<file path="config.mk">
export PLATFORM = sky130hd
export DESIGN_NAME = mem_access_ctrl
export DESIGN_NICKNAME = d
export VERILOG_FILES = /design/src/rtl/mem_ctrl_pkg.sv /design/src/rtl/mem_lane_align.sv /design/src/rtl/mem_access_ctrl.sv
export SDC_FILE = /design/constraint.sdc
export NUM_CORES = 1
export LEC_CHECK = 0
export CAP_MARGIN = 20
export CORE_MARGIN = 4
export CORE_UTILIZATION = 43
export DETAILED_ROUTE_END_ITERATION = 7
export PLACE_DENSITY = 0.78
export SLEW_MARGIN = 20
export SYNTH_ARGS = -nofsm -noshare
export SYNTH_HDL_FRONTEND = slang
export SYNTH_SLANG_ARGS = --single-unit
export TNS_END_PERCENT = 1
</file>
<file path="constraint.sdc">
create_clock -name clk -period 3.65 [get_ports clk]
set_input_delay 0.73 -clock clk [delete_from_list [all_inputs] [get_ports clk]]
set_output_delay 0.73 -clock clk [all_outputs]
set_load 0.02 [all_outputs]
</file>
<file path="src/rtl/mem_ctrl_pkg.sv">
// Shared encodings for the MEM-stage access controller: access sizes, FSM states, byte strobes.
package mem_ctrl_pkg;

  localparam logic [1:0] SZ_BYTE = 2'b00;
  localparam logic [1:0] SZ_HALF = 2'b01;
  localparam logic [1:0] SZ_WORD = 2'b10;

  localparam logic [3:0] STRB_ALL     = 4'b1111;
  localparam logic [3:0] STRB_LO_HALF = 4'b0011;
  localparam logic [3:0] STRB_HI_HALF = 4'b1100;

  typedef enum logic [1:0] {
    StIdle = 2'd0,
    StReq  = 2'd1,
    StWait = 2'd2,
    StDone = 2'd3
  } state_e;

  // Size 2'b11 behaves as a word access.
  function automatic logic is_misaligned(logic [1:0] size, logic [1:0] addr_lo);
    case (size)
      SZ_BYTE: return 1'b0;
      SZ_HALF: return addr_lo[0];
      default: return addr_lo != 2'b00;
    endcase
  endfunction

endpackage

</file>
<file path="src/rtl/mem_lane_align.sv">
// Combinational lane steering: store replication and byte strobes, load extraction and extension.
module mem_lane_align
  import mem_ctrl_pkg::*;
(
  input  logic [1:0]  size_i,
  input  logic [1:0]  addr_lo_i,
  input  logic        unsigned_i,
  input  logic [31:0] wdata_i,
  input  logic [31:0] rdata_i,
  output logic [31:0] wdata_o,
  output logic [3:0]  wstrb_o,
  output logic [31:0] rdata_o
);

  logic [7:0]  byte_v;
  logic [15:0] half_v;

  always_comb begin
    wdata_o = wdata_i;
    wstrb_o = STRB_ALL;
    rdata_o = rdata_i;
    byte_v  = rdata_i[{addr_lo_i, 3'b000} +: 8];
    half_v  = rdata_i[{addr_lo_i[1], 4'b0000} +: 16];
    case (size_i)
      SZ_BYTE: begin
        wdata_o = {4{wdata_i[7:0]}};
        wstrb_o = 4'b0001 << addr_lo_i;
        rdata_o = {{24{byte_v[7] & ~unsigned_i}}, byte_v};
      end
      SZ_HALF: begin
        wdata_o = {2{wdata_i[15:0]}};
        wstrb_o = addr_lo_i[1] ? STRB_HI_HALF : STRB_LO_HALF;
        rdata_o = {{16{half_v[15] & ~unsigned_i}}, half_v};
      end
      default: ;
    endcase
  end

endmodule

</file>
<file path="src/rtl/mem_access_ctrl.sv">
// MEM-stage data-bus sequencer with pipeline stall, load extension and response timeout.
// Optional build macro MISALIGN_TRAP_EN: misaligned half/word accesses error out without a bus cycle.
module mem_access_ctrl
  import mem_ctrl_pkg::*;
#(
  parameter int unsigned TIMEOUT_CYCLES = 255
) (
  input  logic        clk,
  input  logic        rst,
  input  logic        req_re_i,
  input  logic        req_we_i,
  input  logic [31:0] req_addr_i,
  input  logic [31:0] req_wdata_i,
  input  logic [1:0]  req_size_i,
  input  logic        req_unsigned_i,
  output logic        stall_o,
  output logic        load_valid_o,
  output logic [31:0] load_data_o,
  output logic        err_o,
  output logic        bus_valid_o,
  input  logic        bus_ready_i,
  output logic        bus_we_o,
  output logic [31:0] bus_addr_o,
  output logic [31:0] bus_wdata_o,
  output logic [3:0]  bus_wstrb_o,
  input  logic        bus_rvalid_i,
  input  logic [31:0] bus_rdata_i
);

  state_e      state_q, state_d;
  logic        we_q, we_d, uns_q, uns_d, err_q, err_d;
  logic [31:0] addr_q, addr_d, wdata_q, wdata_d, load_data_q, load_data_d;
  logic [1:0]  size_q, size_d;
  logic [15:0] cnt_q, cnt_d;  // wide enough for TIMEOUT_CYCLES up to 65535

  logic        req, trap, timeout;
  logic [31:0] al_wdata, al_rdata;
  logic [3:0]  al_wstrb;

  assign req = req_re_i | req_we_i;
`ifdef MISALIGN_TRAP_EN
  assign trap = is_misaligned(req_size_i, req_addr_i[1:0]);
`else
  assign trap = 1'b0;
`endif
  assign timeout = (TIMEOUT_CYCLES != 0) && (state_q inside {StReq, StWait}) &&
                   (({16'd0, cnt_q} + 32'd1) >= TIMEOUT_CYCLES);

  mem_lane_align u_align (
    .size_i     (size_q),
    .addr_lo_i  (addr_q[1:0]),
    .unsigned_i (uns_q),
    .wdata_i    (wdata_q),
    .rdata_i    (bus_rdata_i),
    .wdata_o    (al_wdata),
    .wstrb_o    (al_wstrb),
    .rdata_o    (al_rdata)
  );

  always_ff @(posedge clk or posedge rst) begin
    if (rst) begin
      state_q <= StIdle;
    end else begin
      state_q <= state_d;
    end
  end

  always_ff @(posedge clk or posedge rst) begin
    if (rst) begin
      we_q        <= 1'b0;
      uns_q       <= 1'b0;
      err_q       <= 1'b0;
      addr_q      <= '0;
      wdata_q     <= '0;
      size_q      <= '0;
      cnt_q       <= '0;
      load_data_q <= '0;
    end else begin
      we_q        <= we_d;
      uns_q       <= uns_d;
      err_q       <= err_d;
      addr_q      <= addr_d;
      wdata_q     <= wdata_d;
      size_q      <= size_d;
      cnt_q       <= cnt_d;
      load_data_q <= load_data_d;
    end
  end

  // Timeout beats a late ready in REQ; a response on the last allowed cycle still counts.
  always_comb begin
    state_d = state_q;
    unique case (state_q)
      StIdle:  if (req) state_d = trap ? StDone : StReq;
      StReq:   if (timeout) state_d = StDone; else if (bus_ready_i) state_d = StWait;
      StWait:  if (bus_rvalid_i || timeout) state_d = StDone;
      StDone:  state_d = StIdle;
      default: state_d = StIdle;
    endcase
  end

  always_comb begin
    we_d        = we_q;
    uns_d       = uns_q;
    err_d       = err_q;
    addr_d      = addr_q;
    wdata_d     = wdata_q;
    size_d      = size_q;
    cnt_d       = cnt_q;
    load_data_d = load_data_q;
    case (state_q)
      StIdle: begin
        cnt_d = '0;
        err_d = 1'b0;
        if (req) begin
          we_d    = req_we_i;
          uns_d   = req_unsigned_i;
          addr_d  = req_addr_i;
          wdata_d = req_wdata_i;
          size_d  = req_size_i;
          err_d   = trap;
          if (trap) load_data_d = '0;
        end
      end
      StReq, StWait: begin
        if (cnt_q != '1) cnt_d = cnt_q + 16'd1;
        if (state_q == StWait && bus_rvalid_i) begin
          if (!we_q) load_data_d = al_rdata;
        end else if (timeout) begin
          err_d       = 1'b1;
          load_data_d = '0;
        end
      end
      default: ;
    endcase
  end

  always_comb begin
    stall_o      = 1'b0;
    load_valid_o = 1'b0;
    err_o        = 1'b0;
    bus_valid_o  = 1'b0;
    bus_we_o     = 1'b0;
    bus_addr_o   = '0;
    bus_wdata_o  = '0;
    bus_wstrb_o  = '0;
    unique case (state_q)
      StIdle: stall_o = req & ~rst;  // reset must release the pipeline even with a request pending
      StReq: begin
        stall_o     = 1'b1;
        bus_valid_o = 1'b1;
        bus_we_o    = we_q;
        bus_addr_o  = {addr_q[31:2], 2'b00};
        bus_wdata_o = al_wdata;
        bus_wstrb_o = we_q ? al_wstrb : STRB_ALL;
      end
      StWait: stall_o = 1'b1;
      StDone: begin
        load_valid_o = ~we_q & ~err_q;
        err_o        = err_q;
      end
      default: ;
    endcase
  end

  assign load_data_o = load_data_q;

endmodule

</file>
==> results.json <==
{
  "maximum_ir_drop_on_the_vdd_rail_mv": 0.435,
  "cts.root.buffer_cell": "sky130_fd_sc_hd__clkbuf_16",
  "ys_dominant_reg_cell": "sky130_fd_sc_hd__dfrtp_1",
  "drtAntennaViolNets": 0,
  "synth.yosys.seq_area_share_pct": 44.8,
  "boundaryPins": 210,
  "start_util_pct": 43.7,
  "grt_start_max_net_pins": 120,
  "mostFrequentLayoutCell": "sky130_fd_sc_hd__clkdlybuf4s50_1",
  "numPortBuffers": 207,
  "final-instance-count-excl-fill": 1034,
  "timing.max_slew.rel_slack_pct": 40.6,
  "syn-mean-instance-area_um2": 10.3,
  "rsz0062_at_grt": "false",
  "synth-seq-cells": 119,
  "wire_per_inst_um": 18.0,
  "ctsLongestPathBuffers": 2,
  "place.gp.congestion": 0.817,
  "final_hold_viol_count": 0,
  "die-area_um2": 17500,
  "final_cell_mix": "207 x sky130_fd_sc_hd__clkdlybuf4s50_1, 118 x sky130_fd_sc_hd__dfrtp_1, 68 x sky130_fd_sc_hd__mux2_2",
  "p_leak_nw": 3.94,
  "timing_max_transition_violations_final": 0,
  "post_cts.resized_instances": 0,
  "grt_pass1_wl_um": 29700,
  "areaGrowthSynthToFinish_pct": 41.7,
  "standard_cell_core_area_um2": 15200,
  "drt-total-wl_um": 18600,
  "first_global_vias": 5705,
  "tritoncts": "done",
  "timing.final.crit_period_ns": 3.19,
  "place.detailed.hpwl_um": 12900,
  "vias_per_cell": 5.46,
  "worst-path-max-fanout": 64,
  "yosys_warnings": 0,
  "setup.worst_path.start_class": "flip-flop",
  "worst_skew_pair_latency_ns": 0.41,
  "synth_enable_flop_cells": 0,
  "floorplan.die.height_um": 132,
  "numCtsBuffers": 17,
  "maximum_clock_rate_mhz": 314,
  "globalRouteOverflowTotal": 0,
  "path_class": "flip-flop to output pin",
  "fp-row-count": 45,
  "final_core_utilization_pct": 62.0,
  "initialDrtViolationCount": 376,
  "num_vias": 5649,
  "count_of_clock_tree_sinks": 119,
  "final-setup-viol-count": 0,
  "hp-class": "flip-flop to flip-flop",
  "tightestPinTransition_ns": 0.891,
  "htreeDepth": 4,
  "postCtsSetupRepairBufs": 0,
  "report.power.total_mw": 8.57,
  "post-place-cells": 1003,
  "num_antenna_cells": 0,
  "cts-hold-fix-buffers": 0,
  "max-cap-violations": 0,
  "critPathRequiredTime_ns": 2.92,
  "skew_ns": 0.00648,
  "data_arrival_time_of_the_critical_path_ns": 2.46,
  "timing.setup.tns_ns": 0,
  "antenna_found_initial": 0,
  "synth-async-reset-ratio_pct": 100,
  "floorplan.die.width_um": 132,
  "cts.clk_slew.worst_paths_ns": 0.05,
  "syn_inst": 643,
  "yosysUniqueCellTypes": 58,
  "dr.pass1.iters": 7,
  "finalHoldWorstSlack_ns": 0.493,
  "finalCritPeriodShare_pct": 87.3,
  "globalRouteTotalUtil_pct": 21.3,
  "powerDensity_nw_per_um2": 910,
  "critPathCaptureType": "output pin",
  "synth_area_um2": 6650,
  "drt_drc": 0,
  "run_status": "completed",
  "final_nets": 945,
  "share_of_final_layout_standard_cells_stronger_than_drive_strength_1_pct": 16.2
}
-- through the flow --
stage                     cell area, um^2  setup slack [ns]
final                                9420             0.462
after global routing                 9420             0.308
after detailed placement             8850             0.732
after floorplan                      6660             0.973
after global placement               8850             0.743
after CTS                            9420             0.425
-- routing by layer --
layer,global-route usage [%],vias up,share of wire (%)
met2,33.5,229,47
met4,8.26,0,2.4
li1,-,2645,-
met5,0,-,0
met1,25.9,2735,41
met3,9.05,40,9.7
-- cell families after synthesis --
family | after synthesis | synth area share (%)
flops | 119 | 44.8
buf+inv | 79 | 5.31
simple gates | 183 | 14.9
xor+xnor | 11 | 1.45
fa+ha+maj | 6 | 1.13
compound gates | 150 | 15.4
mux | 94 | 16.9
other cells | 1 | 0.0564
-- final timing paths --
| path | startpoint | to | slack (ns) | cells past startpoint |
|---|---|---|---|---|
| max | state_q[1]$_DFFE_PP0P_ | bus_wdata_o[9] | 0.46 | 5 |
| min | load_data_o[30]$_DFFE_PP0P_ | load_data_o[30]$_DFFE_PP0P_ | 0.49 | 1 |
| max reg2reg | cnt_q[0]$_DFFE_PP0P_ | load_data_o[23]$_DFFE_PP0P_ | 0.92 | 8 |
| min reg2reg | load_data_o[30]$_DFFE_PP0P_ | load_data_o[30]$_DFFE_PP0P_ | 0.49 | 1 |
| max in group asynchronous | rst | size_q[1]$_DFFE_PP0P_ | 2.25 | 3 |
| min in group asynchronous | rst | we_q$_DFFE_PP0P_ | 0.89 | 3 |
-- critical path: stages (launching register included) --
cell	delay, ns
sky130_fd_sc_hd__dfrtp_1	0.45
sky130_fd_sc_hd__inv_1	0.13
sky130_fd_sc_hd__ha_2	0.30
sky130_fd_sc_hd__buf_12	0.25
sky130_fd_sc_hd__a21boi_0	0.23
sky130_fd_sc_hd__clkdlybuf4s50_1	0.64
-- synth_stat cells (5+ instances only) --
cell type,n,area share (%)
sky130_fd_sc_hd__dfrtp_1,119,45
sky130_fd_sc_hd__mux2_2,68,12
sky130_fd_sc_hd__and2_1,54,5.1
sky130_fd_sc_hd__o21ai_0,52,3.9
sky130_fd_sc_hd__nand2_1,44,2.5
sky130_fd_sc_hd__inv_1,33,1.9
sky130_fd_sc_hd__clkbuf_1,28,1.6
sky130_fd_sc_hd__nor2_1,28,1.6
sky130_fd_sc_hd__nor2b_1,19,1.8
sky130_fd_sc_hd__mux2i_1,18,2.7
sky130_fd_sc_hd__o2bb2ai_1,18,2.4
sky130_fd_sc_hd__a221oi_1,16,2.1
sky130_fd_sc_hd__o22ai_1,16,1.5
sky130_fd_sc_hd__a21oi_1,14,1.1
sky130_fd_sc_hd__a21boi_0,9,1.0
sky130_fd_sc_hd__and2b_1,9,1.0
sky130_fd_sc_hd__buf_1,8,0.45
sky130_fd_sc_hd__mux4_2,8,2.7
sky130_fd_sc_hd__a22o_1,7,0.92
sky130_fd_sc_hd__ha_1,6,1.1
sky130_fd_sc_hd__nand3_1,6,0.45
sky130_fd_sc_hd__xnor2_1,6,0.79
sky130_fd_sc_hd__xor2_1,5,0.66
-- report_power, final --
group	internal, mW	switching, mW	total [mW]
registers	1.92	0.504	2.42
logic	2.24	2.29	4.53
clock network	1.00	0.610	1.61
-- final cells by class --
type | count | area, um^2
clock buffer | 20 | 437
sequential | 119 | 2980
timing repair buffer | 217 | 2170
fill | 1256 | 5780
clock inverter | 11 | 129
inverter | 33 | 128
multi-input combinational | 446 | 3340
tap | 188 | 235
-- registers in the layout, summed over array words and instances (netlist names) --
signal	flops
we_q	1
uns_q	1
err_q	1
load_data_o	32
wdata_q	32
addr_q	32
state_q	2
size_q	2
cnt_q	16
Note: power is estimated with default switching activity, not from simulation.
